## src/rtl/jtmx5k_pcmrom_arb.sv

```systemverilog
// ---------------------------------------------------------------------------
// jtmx5k_pcmrom_arb
// Time-shares one PCM ROM port between the two 007232 sample channels (A, B),
// the way the original chip shared a single bus. Each channel keeps a
// one-entry cache (valid, tag, data). A channel whose address matches its
// cache is answered combinationally; a miss is queued for a ROM fetch.
//
// Requester handshake (both channels): the requester raises pcmx_cs with
// pcmx_addr and keeps it up until pcmx_ok; pcmx_ok is high exactly when
// pcmx_cs is high and the cache holds pcmx_addr, and pcmx_dout always shows
// the cached byte. ROM handshake: rom_cs/rom_addr are held stable for the
// whole transaction; the first rom_ok after the issue cycle completes it.
//
// Ports
//   clk, rst                  clock, synchronous active-high reset
//   pcma_addr/cs/dout/ok      channel A request / data / data-valid
//   pcmb_addr/cs/dout/ok      channel B request / data / data-valid
//   rom_addr, rom_cs          shared ROM request (registered)
//   rom_data, rom_ok          shared ROM response
//   dbg_state                 current FSM state (IDLE=0, ISSUE=1, WAIT=2)
// ---------------------------------------------------------------------------
module jtmx5k_pcmrom_arb #(
  parameter int AW = 17
) (
  input  logic          clk,
  input  logic          rst,
  input  logic [AW-1:0] pcma_addr,
  input  logic          pcma_cs,
  output logic [7:0]    pcma_dout,
  output logic          pcma_ok,
  input  logic [AW-1:0] pcmb_addr,
  input  logic          pcmb_cs,
  output logic [7:0]    pcmb_dout,
  output logic          pcmb_ok,
  output logic [AW-1:0] rom_addr,
  output logic          rom_cs,
  input  logic [7:0]    rom_data,
  input  logic          rom_ok,
  output logic [1:0]    dbg_state
);

  typedef enum logic [1:0] {
    IDLE  = 2'd0,
    ISSUE = 2'd1,
    WAIT  = 2'd2
  } state_t;

  state_t        state;
  logic          gsel;      // channel owning the current transaction (0=A, 1=B)
  logic          last;      // channel served by the last completed fill

  logic          valid_a, valid_b;
  logic [AW-1:0] tag_a, tag_b;
  logic [7:0]    data_a, data_b;

  logic          hit_a, hit_b;
  logic          pend_a, pend_b;
  logic          grant_b;

  assign hit_a  = valid_a && (tag_a == pcma_addr);
  assign hit_b  = valid_b && (tag_b == pcmb_addr);
  assign pend_a = pcma_cs && !hit_a;
  assign pend_b = pcmb_cs && !hit_b;

  assign pcma_ok   = pcma_cs && hit_a;
  assign pcmb_ok   = pcmb_cs && hit_b;
  assign pcma_dout = data_a;
  assign pcmb_dout = data_b;
  assign dbg_state = state;

  // B wins when it is the only one waiting, or on a tie when A went last.
  assign grant_b = pend_b && (!pend_a || !last);

  always_ff @(posedge clk) begin
    if (rst) begin
      state    <= IDLE;
      rom_cs   <= 1'b0;
      rom_addr <= '0;
      valid_a  <= 1'b0;
      valid_b  <= 1'b0;
      tag_a    <= '0;
      tag_b    <= '0;
      data_a   <= 8'd0;
      data_b   <= 8'd0;
      last     <= 1'b1;     // "B went last" so A wins the first tie
      gsel     <= 1'b0;
    end else begin
      case (state)
        IDLE: begin
          if (pend_a || pend_b) begin
            gsel     <= grant_b;
            rom_addr <= grant_b ? pcmb_addr : pcma_addr;
            rom_cs   <= 1'b1;
            state    <= ISSUE;
          end
        end
        // rom_ok seen here still belongs to the previous address.
        ISSUE: state <= WAIT;
        WAIT: begin
          if (rom_ok) begin
            // Tag comes from the latched address: the requester may have
            // moved on, in which case its new address simply misses again.
            if (gsel) begin
              valid_b <= 1'b1;
              tag_b   <= rom_addr;
              data_b  <= rom_data;
            end else begin
              valid_a <= 1'b1;
              tag_a   <= rom_addr;
              data_a  <= rom_data;
            end
            last   <= gsel;
            rom_cs <= 1'b0;
            state  <= IDLE;
          end
        end
        default: begin
          rom_cs <= 1'b0;
          state  <= IDLE;
        end
      endcase
    end
  end

endmodule

```

## config.mk

```make
export PLATFORM = sky130hd
export DESIGN_NAME = jtmx5k_pcmrom_arb
export DESIGN_NICKNAME = d
export VERILOG_FILES = /design/src/rtl/jtmx5k_pcmrom_arb.sv
export SDC_FILE = /design/constraint.sdc
export NUM_CORES = 1
export LEC_CHECK = 0
export BUFFER_PORTS_ARGS = -buffer_cell sky130_fd_sc_hd__buf_2
export CAP_MARGIN = 30
export CORE_MARGIN = 2
export CORE_UTILIZATION = 50
export CTS_CLUSTER_DIAMETER = 30
export DETAILED_ROUTE_END_ITERATION = 8
export HOLD_SLACK_MARGIN = 0.12
export MAX_ROUTING_LAYER = met4
export PLACE_DENSITY_LB_ADDON = 0.1
export SYNTH_ARGS = -nofsm -noshare
export SYNTH_HDL_FRONTEND = slang
export SYNTH_SLANG_ARGS = --single-unit
```

## constraint.sdc

```tcl
create_clock -name clk -period 2.07 [get_ports clk]
set_clock_uncertainty 0.05 [all_clocks]
set_input_delay 0.1035 -clock clk [delete_from_list [all_inputs] [get_ports clk]]
set_output_delay 0.1035 -clock clk [all_outputs]
set_load 0.05 [all_outputs]
```

**Word-level counts from Yosys, hierarchy flattened**

Cells that the tools add are included.
W data, S select, Z words.

- $add $sub $neg: 0
- Multipliers: 0
- Divide/modulo/power cells: 0
- Magnitude comparators: 0
- Equal/unequal tests: 6
- Shift-type cells: 0
- Mux-type cells: 7
- Bitwise operators: 2
- Reduce and logical (&&, ||, !) cells: 20

Operators with widths:

| operator | count |
|---|---|
| $eq A17 B17 Y1 | 2 |
| $mux W17 | 1 |
| $reduce_and A3 Y1 | 3 |
| $logic_and A1 B1 Y1 | 7 |
| $pmux W2 S3 | 1 |
| $reduce_and A2 Y1 | 3 |
| $logic_not A1 Y1 | 4 |
| $mux W2 | 2 |
| $ne A2 B2 Y1 const B | 2 |
| $pmux W1 S3 | 1 |
| $eq A2 B1 Y1 const B | 1 |
| $eq A2 B2 Y1 const B | 1 |
| $logic_not A2 Y1 | 1 |
| $logic_or A1 B1 Y1 | 2 |
| $mux W1 | 2 |
| $not A1 Y1 | 2 |

- Bits in registers: 74
- Latch bits: 0
- Bits in writable memories: 0
- ROM bits: 0
- Bits of input ports: 47
- Output and inout bits: 38
- Word-level logic and storage cells: 46
- Memories kept: 0

**Longest topological paths before layout**

- Word-level depth: 8
- Mapped depth: 8
- Mapped depth without buffers: 6

**Worst setup path before layout**

No wires, ideal clock.

- Kind: flip-flop to flip-flop
- From: register state[1] (netlist: dbg_state[1])
- To: register data_a[0] (netlist: pcma_dout[0])
- Library setup time: 0.132 ns
- Arrival: 1.772 ns
- Setup slack: 0.116 ns
- Cell stages (with the launch flop): 8
- Buffers on the path: 2
- Clock period less this slack: 1.954 ns
- Path through: dfxtp_1 -> nor2b_1 -> nand2_1 -> or2_2 -> clkbuf_1 -> clkbuf_1 -> nand2_1 -> a21oi_1

- Longest elaborated chain between the ends: 2

RTL lines:

| element | RTL line | source |
|---|---|---|
| start, declared | 48 | `state_t state;` |
| start signal, assigned | 76 | `state <= IDLE;` |
| start signal, assigned | 94 | `state <= ISSUE;` |
| start signal, assigned | 98 | `ISSUE: state <= WAIT;` |
| $eq A2 B2 Y1 | 88 | `case (state)` |
| $reduce_and A3 Y1 (no line) | - |  |
| end signal, assigned | 110 | `data_a <= rom_data;` |
| end, declared | 54 | `logic [7:0] data_a, data_b;` |

Every way passes these cells.
A chain may end at the register's enable or synchronous reset.

**Final worst setup path**

- From: input port pcma_addr[3]
- To: register gsel

- Longest elaborated chain between the ends: 7
- Elaborated cells on any way between the ends: 9

RTL lines:

| element | RTL line | source |
|---|---|---|
| start, declared | 27 | `input logic [AW-1:0] pcma_addr,` |
| $eq A17 B17 Y1 (*) | 60 | `assign hit_a = valid_a && (tag_a == pcma_addr);` |
| $logic_and A1 B1 Y1 (*) | 60 |  |
| $logic_not A1 Y1 (*) | 62 | `assign pend_a = pcma_cs && !hit_a;` |
| $logic_and A1 B1 Y1 (*) | 62 |  |
| $logic_not A1 Y1 | 72 | `assign grant_b = pend_b && (!pend_a \|\| !last);` |
| $logic_or A1 B1 Y1 | 72 |  |
| $logic_and A1 B1 Y1 | 72 |  |
| end signal, assigned | 91 | `gsel <= grant_b;` |
| end, declared | 49 | `logic gsel;` |

Mark *: on every way between the ends. The rest lies on a longest branch, timed or not.

==> metrics.json <==
{
  "fraction_of_layout_instances_using_a_drive_strength_above_1_pct": 27.34,
  "syn-instance-count": 413,
  "clock_latency_ps": 350,
  "end_kind": "register",
  "route.final.wire_length_um": 10610,
  "crit_arrival_ps": 2300,
  "numCtsBuffers": 9,
  "num_rows": 29,
  "hold_viol": 0,
  "tritoncts_num_sinks": 74,
  "place.gp.congestion": 0.8937,
  "seqCellArea_um2": 1481,
  "first_global_vias": 3396,
  "routedWlPerCell_um": 17.05,
  "synth_fp_nets": 460,
  "grt_use_total_pct": 29.81,
  "period_needed_ps": 2062,
  "total_switching_power_uw": 1098,
  "synth.largest_area_cell": "sky130_fd_sc_hd__dfxtp_1",
  "detail_route.drc_violations": 0,
  "die_x_um": 86.17,
  "wire_length_of_the_first_global_routing_pass_um": 16690,
  "timing.slew.headroom_pct": 61.50,
  "power-per-cell-area_nw_per_um2": 741.0,
  "syn-cell-area_um2": 3376,
  "crit_path_start_kind": "input port",
  "die_y_um": 86.17,
  "least_setup_slack_across_all_paths_after_layout_ps": 8.018,
  "timing.critical_path.from": "pcma_addr[3]",
  "antenna_violating_nets_post_route": 0,
  "setup_violations": 0,
  "cts_root_buffer": "sky130_fd_sc_hd__clkbuf_8",
  "tritoncts_clock_tree": "done",
  "finalMaxSlewViolations": 0,
  "layout.cells.most_common": "sky130_fd_sc_hd__nand2_1",
  "cp.required_ps": 2300,
  "port_buffers": 84,
  "first_pass_iters": 5,
  "comb_power_share_pct": 21.8,
  "leakagePower_uw": 0.001908,
  "max_freq_mhz": 485.0,
  "cts-root-to-sink-buffers": 2,
  "reg_to_reg_start": "tag_b[10]$_SDFFE_PP0P_",
  "yosysTopAreaCellShare_pct": 43.88,
  "power.internal_uw": 2381,
  "multi_input_area_um2": 1859,
  "floorplan.core_area_um2": 6422,
  "filler_instances": 516,
  "die-area_um2": 7424,
  "holdCritPathClass": "in2reg",
  "detailedPlacementHpwl_um": 6810,
  "timing.setup.tns_ps": 0,
  "peakVddDrop_uv": 395.5,
  "postPlaceCellArea_um2": 3889,
  "grt_max_degree": 75,
  "via_count": 3498,
  "worst-setup-path-type": "in2reg",
  "worstHoldStart": "rst",
  "area_growth_pct": 39.07,
  "cts-htree-levels": 3,
  "highest_count_cells_in_the_layout_ignoring_fill_and_taps": "106 x sky130_fd_sc_hd__nand2_1, 82 x sky130_fd_sc_hd__buf_2, 74 x sky130_fd_sc_hd__dfxtp_1, 54 x sky130_fd_sc_hd__a21oi_1, 43 x sky130_fd_sc_hd__dlygate4sd3_1",
  "synthesis.area_per_instance_um2": 8.174,
  "final_design_utilization_pct": 73.10,
  "max-cap-violations": 0,
  "cts.reportedPaths.clkPinSlew_ps": 80,
  "run_status": "finished, final reports clean",
  "floorplan.io_pins": 85,
  "synth_top_cells_by_area": "sky130_fd_sc_hd__dfxtp_1 44%, sky130_fd_sc_hd__nand2_1 12%, sky130_fd_sc_hd__a21oi_1 8.0%",
  "final_net_count": 587,
  "power_frac_seq_pct": 44.6,
  "drt_iter0_markers": 211,
  "seq_area_frac_synth_pct": 43.88,
  "start_util_pct": 52.56,
  "critical_path.max_fanout": 9,
  "max_slew.worst_pin.slew_ps": 577.5,
  "fin_area_um2": 4695,
  "ys_ff_latch": 74,
  "grt_setup_unrepaired": "true",
  "final.period_utilization_pct": 99.61,
  "pwr-share-clk_pct": 33.6,
  "synth.lib_cells_used.distinct": 31,
  "grt_overflow_total": 0,
  "power_switching_share_pct": 31.56,
  "vias_cell": 5.624,
  "antenna_cells": 0,
  "antenna_found_initial": 0,
  "pre_cts_ws_ps": -42.47,
  "totalPowerFinal_uw": 3479,
  "synthesis.yosys.warnings": 0
}
-- metrics by stage --
stage,hold slack (ps),instances
6_report,192.2,622
5_1_grt,225.9,622
4_1_cts,199.8,618
3_5_place_dp,311.9,559
3_3_place_gp,305.1,559
2_1_floorplan,189.5,413
-- cells in the mapped netlist --
cell type	instances
sky130_fd_sc_hd__a21oi_1	54
sky130_fd_sc_hd__nand2_1	106
sky130_fd_sc_hd__and3_1	9
sky130_fd_sc_hd__xnor2_1	4
sky130_fd_sc_hd__nor4_1	12
sky130_fd_sc_hd__nor2b_1	1
sky130_fd_sc_hd__nor3_1	17
sky130_fd_sc_hd__xor2_1	30
sky130_fd_sc_hd__nor4b_1	3
sky130_fd_sc_hd__nor4b_2	1
sky130_fd_sc_hd__a21o_1	1
sky130_fd_sc_hd__a311oi_1	7
sky130_fd_sc_hd__nand2b_1	2
sky130_fd_sc_hd__or2_1	1
sky130_fd_sc_hd__o21ai_0	17
sky130_fd_sc_hd__a311oi_2	10
sky130_fd_sc_hd__buf_2	5
sky130_fd_sc_hd__buf_4	2
sky130_fd_sc_hd__buf_6	2
sky130_fd_sc_hd__nor2_1	8
sky130_fd_sc_hd__or3b_1	1
sky130_fd_sc_hd__a21bo_2	1
sky130_fd_sc_hd__dfxtp_1	74
sky130_fd_sc_hd__nand3_1	19
sky130_fd_sc_hd__a21oi_2	1
sky130_fd_sc_hd__or2_2	1
sky130_fd_sc_hd__buf_8	1
sky130_fd_sc_hd__a21boi_2	1
sky130_fd_sc_hd__a41oi_1	2
sky130_fd_sc_hd__o21ai_1	1
sky130_fd_sc_hd__clkbuf_1	19
-- power groups by stage --
stage / Combinational, uW / Clock, uW / Sequential, uW
floorplan: 273 / 0 / 1750
global placement: 645 / 0 / 1580
detailed placement: 651 / 0 / 1580
CTS: 718 / 1170 / 1550
global route: 802 / 1240 / 1560
finish: 758 / 1170 / 1550
-- state kept, by name (all words and copies together), names as in the netlist --
| name | cells |
|---|---|
| pcma_dout | 8 |
| valid_b | 1 |
| tag_a | 17 |
| dbg_state | 2 |
| tag_b | 17 |
| valid_a | 1 |
| pcmb_dout | 8 |
| rom_cs | 1 |
| gsel | 1 |
| rom_addr | 17 |
| last | 1 |
-- final cells by class --
cell class,instances,share of cell area [%]
Clock inverter,4,1.066
Clock buffer,12,3.305
Timing Repair Buffer,145,22.41
Tap cell,77,2.052
Sequential cell,74,31.56
Multi-Input combinational cell,310,39.61
-- critical path, stage by stage --
cell	delay, ps
sky130_fd_sc_hd__dlygate4sd3_1	530
sky130_fd_sc_hd__buf_2	130
sky130_fd_sc_hd__xor2_1	170
sky130_fd_sc_hd__nor4_1	270
sky130_fd_sc_hd__and3_1	230
sky130_fd_sc_hd__a41oi_2	150
sky130_fd_sc_hd__buf_4	210
sky130_fd_sc_hd__or3b_1	350
sky130_fd_sc_hd__a21oi_1	140
-- routing by layer --
layer	vias up	global-route usage, %	share of wire (%)
met3	32	4.716	6.0
li1	1685	-	-
met2	146	48.84	49
met1	1635	37.34	43
met5	-	-	0
met4	0	10.39	1.7
-- final timing paths --
path                          endpoint  slack [ps]  cells after the start
max                  gsel$_SDFFE_PP0P_           8                      9
min             tag_a[15]$_SDFFE_PP0P_         190                      3
max reg2reg   rom_addr[1]$_SDFFE_PP0P_          50                      7
min reg2reg  pcma_dout[7]$_SDFFE_PP0P_         400                      2
-- kinds of logic (layout without fill, tap and decap cells) --
family,after synthesis,after routing,synth area share [%]
simple gates,181,181,24.31
compound gates,95,95,18.57
flops,74,74,43.88
xor+xnor,34,34,8.821
buf+inv,29,161,4.410
-- what timing repair did --
item                       4_1_cts  5_1_grt
hold buffers                    43        0
buffers inserted                 0        4
setup endpoints to repair       18       20
pin swaps                        1       10
gates resized for setup          4       21
hold endpoints to repair        36        0
Power figures use the tool's default switching activity.
